===== config.mk =====
export PLATFORM = sky130hd
export DESIGN_NAME = numpad_entry
export DESIGN_NICKNAME = d
export VERILOG_FILES = /design/src/rtl/numpad_entry.sv
export SDC_FILE = /design/constraint.sdc
export NUM_CORES = 1
export LEC_CHECK = 0
export CAP_MARGIN = 20
export CORE_AREA = 4 4 214 216
export DETAILED_ROUTE_END_ITERATION = 10
export DIE_AREA = 0 0 218 220
export PLACE_DENSITY = 0.52
export SETUP_SLACK_MARGIN = 0.05
export SKIP_CTS_REPAIR_TIMING = 1
export SLEW_MARGIN = 20
export SYNTH_ARGS = -nofsm -noshare
export SYNTH_HDL_FRONTEND = slang
export SYNTH_SLANG_ARGS = --single-unit

===== constraint.sdc =====
create_clock -name clk -period 4.6 [get_ports clk]
set_clock_uncertainty 0.15 [all_clocks]
set_input_delay 0.92 -clock clk [delete_from_list [all_inputs] [get_ports clk]]
set_output_delay 0.92 -clock clk [all_outputs]
set_load 0.005 [all_outputs]

===== src/rtl/numpad_entry.sv =====
// numpad_entry: turns decoded keyboard make events into a 4-digit
// right-justified decimal entry buffer that drives the seven-segment digits.
// Supports backspace, clear and commit. Commit runs a fixed four-cycle
// BCD-to-binary conversion, then pulses value_valid for one cycle.

module numpad_entry #(
  parameter logic [8:0] KEY_BKSP  = 9'h066,
  parameter logic [8:0] KEY_ENTER = 9'h05A,
  parameter logic [8:0] KEY_ESC   = 9'h076,
  parameter logic [3:0] BLANK     = 4'd15,
  parameter logic [3:0] DASH      = 4'd10
) (
  input  logic         clk,
  input  logic         rst,
  input  logic         en,
  input  logic         key_valid,
  input  logic [8:0]   last_change,
  input  logic [511:0] key_down,
  output logic [3:0]   digit_3,
  output logic [3:0]   digit_2,
  output logic [3:0]   digit_1,
  output logic [3:0]   digit_0,
  output logic [13:0]  value,
  output logic         value_valid,
  output logic         busy,
  output logic [2:0]   count
);

  // The keypad Enter key carries the extended prefix.
  localparam logic [8:0] KEY_KP_ENTER = 9'h15A;

  typedef enum logic [2:0] {
    EMPTY,
    ENTRY,
    FULL,
    CONVERT,
    DONE
  } state_t;

  state_t      state;
  logic [3:0]  d3, d2, d1, d0;
  logic [13:0] acc;
  logic [1:0]  step;

  logic        make;
  logic        is_digit;
  logic [3:0]  key_val;
  logic        is_bksp;
  logic        is_esc;
  logic        is_enter;
  logic [3:0]  conv_sel;
  logic [3:0]  conv_digit;
  logic [17:0] conv_sum;
  logic [13:0] acc_next;

  // Qualify the incoming event and classify the key.
  always_comb begin
    make     = key_valid & en & key_down[last_change];
    is_digit = 1'b1;
    key_val  = 4'd0;
    case (last_change)
      9'h070:  key_val = 4'd0;
      9'h069:  key_val = 4'd1;
      9'h072:  key_val = 4'd2;
      9'h07A:  key_val = 4'd3;
      9'h06B:  key_val = 4'd4;
      9'h073:  key_val = 4'd5;
      9'h074:  key_val = 4'd6;
      9'h06C:  key_val = 4'd7;
      9'h075:  key_val = 4'd8;
      9'h07D:  key_val = 4'd9;
      default: is_digit = 1'b0;
    endcase
    is_bksp  = (last_change == KEY_BKSP);
    is_esc   = (last_change == KEY_ESC);
    is_enter = (last_change == KEY_ENTER) || (last_change == KEY_KP_ENTER);
  end

  // One Horner step per cycle, most significant digit first; blanks count as 0.
  always_comb begin
    case (step)
      2'd0:    conv_sel = d3;
      2'd1:    conv_sel = d2;
      2'd2:    conv_sel = d1;
      default: conv_sel = d0;
    endcase
    conv_digit = (conv_sel == BLANK) ? 4'd0 : conv_sel;
    conv_sum   = ({4'd0, acc} * 18'd10) + {14'd0, conv_digit};
    acc_next   = conv_sum[13:0];
  end

  // Entry buffer, conversion sequencer and committed result.
  always_ff @(posedge clk or posedge rst) begin
    if (rst) begin
      state       <= EMPTY;
      d3          <= BLANK;
      d2          <= BLANK;
      d1          <= BLANK;
      d0          <= BLANK;
      count       <= 3'd0;
      acc         <= 14'd0;
      step        <= 2'd0;
      value       <= 14'd0;
      value_valid <= 1'b0;
    end else begin
      value_valid <= 1'b0;
      case (state)
        EMPTY: begin
          if (make && is_digit) begin
            d0    <= key_val;
            count <= 3'd1;
            state <= ENTRY;
          end
        end
        ENTRY, FULL: begin
          if (make) begin
            if (is_digit) begin
              if (state == ENTRY) begin
                d3    <= d2;
                d2    <= d1;
                d1    <= d0;
                d0    <= key_val;
                count <= count + 3'd1;
                state <= (count == 3'd3) ? FULL : ENTRY;
              end
            end else if (is_bksp) begin
              d0    <= d1;
              d1    <= d2;
              d2    <= d3;
              d3    <= BLANK;
              count <= count - 3'd1;
              state <= (count == 3'd1) ? EMPTY : ENTRY;
            end else if (is_esc) begin
              d3    <= BLANK;
              d2    <= BLANK;
              d1    <= BLANK;
              d0    <= BLANK;
              count <= 3'd0;
              state <= EMPTY;
            end else if (is_enter) begin
              acc   <= 14'd0;
              step  <= 2'd0;
              state <= CONVERT;
            end
          end
        end
        CONVERT: begin
          acc  <= acc_next;
          step <= step + 2'd1;
          if (step == 2'd3) begin
            state <= DONE;
          end
        end
        DONE: begin
          value       <= acc;
          value_valid <= 1'b1;
          d3          <= BLANK;
          d2          <= BLANK;
          d1          <= BLANK;
          d0          <= BLANK;
          count       <= 3'd0;
          state       <= EMPTY;
        end
        default: state <= EMPTY;
      endcase
    end
  end

  assign busy    = (state == CONVERT) || (state == DONE);
  assign digit_3 = (state == EMPTY) ? DASH : d3;
  assign digit_2 = (state == EMPTY) ? DASH : d2;
  assign digit_1 = (state == EMPTY) ? DASH : d1;
  assign digit_0 = (state == EMPTY) ? DASH : d0;

endmodule


* Yosys cells after proc, flatten, opt, wreduce, memory -nomap -nowiden
Index checks and enable logic that the tools add are counted.
Operators by class: $add $sub $neg 4, multipliers 1, $lt $le $gt $ge 1, eq/ne operators 34, mux-type cells 62, bitwise logic cells 2, reductions and logical operators 14
Operators by type and width (count):
- == test 9 x 7 -> 1 bit, second input constant | 13
- 2-to-1 mux 4 bit | 23
- 2-to-1 mux 14 bit | 5
- 2-to-1 mux 3 bit | 13
- case mux 4 bit (9 select lines) | 1
- case mux 14 bit (2 select lines) | 1
- case mux 4 bit (2 select lines) | 3
- case mux 4 bit (3 select lines) | 2
- case mux 3 bit (3 select lines) | 2
- adder 14 x 4 -> 14 bit | 1
- multiplier 14 x 3 -> 13 bit, second input constant | 1
- inequality test 2 bit, second input constant | 7
- 2-to-1 mux 2 bit | 6
- < comparator 9 x 10 -> 1 bit, second input constant | 1
- AND reduction 5 bit | 2
- OR reduction 10 bit | 1
- binary-select mux 1 bit (select 9 bit) | 1
- == test 3 x 2 -> 1 bit, second input constant | 3
- == test 9 bit, second input constant | 1
- == test 3 x 1 -> 1 bit, second input constant | 2
- AND reduction 6 bit | 1
- inequality test 5 bit, second input constant | 1
- == test 2 bit, second input constant | 2
- == test 4 bit, second input constant | 1
- other kinds (18) | 24
Storage, ports and cells: register bits after elaboration 53, bits of input ports 525, output and inout port bits 35, logic and storage cells 128

* Longest topological paths before layout
depth after elaboration 8, gate-level depth with buffers 16, gate-level depth less buffers 15

* Worst setup path after synthesis
No wires, ideal clock.
kind in2reg, start point input port last_change[0], end point register d0[2], setup time 0.082 ns, arrival time 3.657 ns, required time 4.368 ns, setup slack 0.711 ns, stages 13, path through buf_4 buf_2 buf_2 mux4_2 mux2i_1 o22ai_1 o21a_1 o31ai_1 nor4_1 o221ai_2 buf_6 a21oi_1 a211o_1
Between the ends: word-level cells in the longest chain between the ends 6, elaborated cells on any way between the ends 30, those cells by class 16 x eq/ne; 10 x mux; 1 x bitwise; 3 x reduce/logical
RTL lines:
- from (decl) | RTL line 17 | input logic [8:0] last_change,
- binary-select mux 1 bit (select 9 bit) / == test 9 x 7 -> 1 bit (equally long branches) | RTL line 58, 61
- 2-to-1 mux 1 bit (implied by the code) (tied with other cells) | RTL line 58 | make = key_valid & en & key_down[last_change];
- bitwise AND 1 bit (tied with other cells) | RTL line 58
- logical AND 1 bit / 2-to-1 mux 4 bit (equally long branches) | RTL line 109, 117
- inequality test 2 bit (no source line) / 2-to-1 mux 4 bit (equally long branches)
- AND reduction 5 bit (no source line) / case mux 4 bit (3 select lines) (equally long branches)
- to (signal assigned) | RTL line 110 | d0 <= key_val;
- to (signal assigned) | RTL line 122 | d0 <= key_val;
- to (decl) | RTL line 41 | logic [3:0] d3, d2, d1, d0;
Parallel ways exist; a longest one is shown, timed or not. The select of a mux whose other input is x is not followed. A chain may end at the register's enable or synchronous reset.

* Worst setup path after layout
start point input port last_change[1], end point register d0[2]
Same word-level chain as after synthesis.

==> flow_summary.toml <==
[drt]
routed-via-count = 8947
drcViolationCount = 0
firstDrtPassIters = 5
antenna_left = 0
wl_um = 46700
wl_per_cell_um = 24.4
post_drt_via_cell_ratio = 4.67
drtIter0Drc = 583

[yosys]
avgSynthCellArea_um2 = 10.7
ys_seq_area_share_pct = 16.4
ys_seq_elements = 53
synth_cell_types = 75
syn_nets = 1327
postSynthCellCount = 770
synthFlopType = "dfrtp_1"
syn_area_mm2 = 0.00822
synth_edf_count = 0
yosysWarnings = 0
ys_async_sr_fraction_pct = 100

[power_and_ir_drop]
power.internal_uw = 2440
switching_share_pct = 39.5
cellPowerDensity_mw_per_mm2 = 274
ir_drop_mv = 0.258
p_comb_share_pct = 70.0
p_clk_share_pct = 10.9
power.leakage_uw = 0.00587
seqPwrFrac_pct = 19.1
switchingPower_uw = 1590
fin_total_pwr_uw = 4030

[placement]
io_buffers = 559
gp_congestion = 0.850
dpl.cell_count = 1902
hpwl_um = 40800
dp_slack_ps = -6.60

[clocking]
clock_sinks = 53
cts_tree = "yes"
insertion_delay_ps = 300
clk_path_buf_depth = 2
cts_root_buf = "clkbuf_16"
cts.clk_slew.worst_paths_ps = 80
cts_htree_levels = 2
cts_buffers = 5

[final_layout]
nets = 1874
final_cells = 1916
drive_above_1_share_pct = 16.0
syn_to_final_growth_pct = 78.9
post-route-util_pct = 33.5

[setup_path]
cp-start-kind = "primary input"
end_kind = "register"
crit_path_max_fanout = 27
critical_path_arrival_ps = 4350
required_ps = 4680
critical_path_class = "in2reg"

[run]
cap_viol_max_count = 0

[global_route]
grt_start_max_net_pins = 63
overflow = 0
antenna_found_initial = 11
grt_use_total_pct = 18.5
grt_pass1_wl_um = 66000
grt_pass1_vias = 9814

[floorplanning]
die_area_mm2 = 0.0480
die_w_um = 218
start_util_pct = 18.7
dieHeight_um = 220
core_area_mm2 = 0.0439
ios = 560
num_rows = 77

[timing]
fin_setup_tns_ps = 0
rsz0062_at_grt = "no"
final_hold_viol_count = 0
max_freq_ghz = 0.235
worst_slew_pin_slew_ps = 960
worst_slack_ps = 337
relSlewSlack_pct = 35.9
slew_violations = 0
fin_crit_sh_pct = 92.7
fin_crit_ps = 4260
finalSetupViolCount = 0

[min_path]
hp-class = "reg2reg"

[outcome]
status = "complete, no violations"
## area by class of cell
cell class              count  area [um^2]
diodes                      6         15.0
clock buffers               6          129
clock inverters             2         38.8
fillers                  4534        29200
inverters                  28          105
multi-input cells         621         6290
flip-flops and latches     53         1350
well taps                 592          741
repair buffers            608         6050
## power groups by stage
stage	Clock, uW	Sequential (uW)	Combinational, uW
6_report	439	770	2820
3_3_place_gp	0	783	2840
3_5_place_dp	0	783	2860
5_1_grt	464	797	3150
2_1_floorplan	0	728	1740
4_1_cts	451	776	2880
## metal layers
metal  vias up  global-route usage, %  part of all wire (%)
li1       4181                      -                     -
met1      4342                   23.0                    41
met2       395                   33.8                    51
met3        25                   4.11                   6.8
met4         4                   2.32                  0.74
met5         -                      0                 0.051
## final timing paths
check,from,endpoint,slack (ps),cells past startpoint
max,last_change[1],d0[2]$_DFFE_PP1P_,340,14
min,d3[1]$_DFFE_PP1P_,d3[1]$_DFFE_PP1P_,340,2
max reg2reg,step[1]$_DFFE_PP0P_,acc[13]$_DFFE_PP0P_,840,15
min reg2reg,d3[1]$_DFFE_PP1P_,d3[1]$_DFFE_PP1P_,340,2
max in group asynchronous,rst,d3[3]$_DFFE_PP1P_,2580,3
min in group asynchronous,rst,value[10]$_DFFE_PP0P_,890,2
## kinds of logic after synthesis
| kind of cell | after synthesis | share of synthesized area, % |
|---|---|---|
| buffers and inverters | 96 | 7.23 |
| AOI/OAI and AO/OA | 173 | 15.7 |
| adders and majority gates | 32 | 5.05 |
| muxes | 237 | 43.6 |
| DFF | 53 | 16.4 |
| and+or+nand+nor | 158 | 9.64 |
| xor gates and xnor gates | 21 | 2.41 |
## flip-flops by register name, indices dropped and copies added (netlist names)
register     count
acc             14
value           14
d0               4
d1               4
d2               4
d3               4
count            3
state            3
step             2
value_valid      1
## cells in the final DEF, fill, tap and decap left out, types with 4 or more instances in the layout
cell type	Yosys	layout
mux4_1	6	6
nand4_1	5	5
nand3_1	13	13
buf_12	4	8
mux4_2	87	87
o21ai_0	19	19
mux2_2	21	21
ha_1	30	30
nand2_1	42	42
a22oi_1	26	26
a21oi_1	29	29
a21o_1	6	6
clkbuf_16	0	5
clkdlybuf4s50_1	0	553
diode_2	0	6
nor2_1	34	33
xnor2_1	13	13
or2_2	13	13
inv_1	27	26
xor2_1	7	7
nand2b_1	11	11
a22o_1	23	23
a221oi_1	6	6
buf_4	13	43
dfstp_2	16	16
nor2b_1	9	7
dfrtp_1	37	37
o2111ai_1	4	4
nor3_1	8	8
o22ai_1	15	15
a222oi_1	4	4
nor4_1	6	6
mux2i_1	122	122
a211oi_1	4	4
## synthesized netlist by cell type (all sizes together) (5+ instances only)
| master | instances | area (um^2) |
|---|---|---|
| a21o | 6 | 45.0 |
| nand2 | 42 | 158 |
| mux2 | 22 | 248 |
| nor4 | 6 | 37.5 |
| nand3 | 13 | 65.1 |
| clkbuf | 25 | 95.1 |
| a22oi | 26 | 195 |
| xnor2 | 13 | 114 |
| nor2b | 9 | 56.3 |
| buf | 43 | 394 |
| o22ai | 15 | 93.8 |
| a211oi | 5 | 50.1 |
| nor2 | 34 | 128 |
| inv | 27 | 101 |
| ha | 30 | 375 |
| nand2b | 11 | 68.8 |
| or2 | 13 | 81.3 |
| xor2 | 7 | 61.3 |
| a22o | 23 | 201 |
| a221oi | 8 | 82.6 |
| nand4 | 5 | 31.3 |
| o21ai | 21 | 109 |
| dfrtp | 37 | 926 |
| mux2i | 122 | 1220 |
| nor3 | 9 | 50.1 |
| dfstp | 16 | 420 |
| a21oi | 29 | 145 |
| mux4 | 93 | 2120 |
## through the flow
step           hold slack, ps  cell area, um^2
2_1_floorplan             310             8220
3_3_place_gp              333            14500
3_5_place_dp              337            14500
4_1_cts                   348            14700
5_1_grt                   370            14700
6_report                  344            14700
## worst max-delay path, cell delays in order
cell and delay (ps):
clkbuf_8 300, buf_12 240, buf_12 240, mux2i_1 100, a22o_1 230, nor3_1 420
buf_4 200, nor4_1 40, o21a_1 200, nor4_1 500, o221ai_2 260, buf_4 210
buf_4 140, a211o_1 280
(Power assumes the default switching activity.)
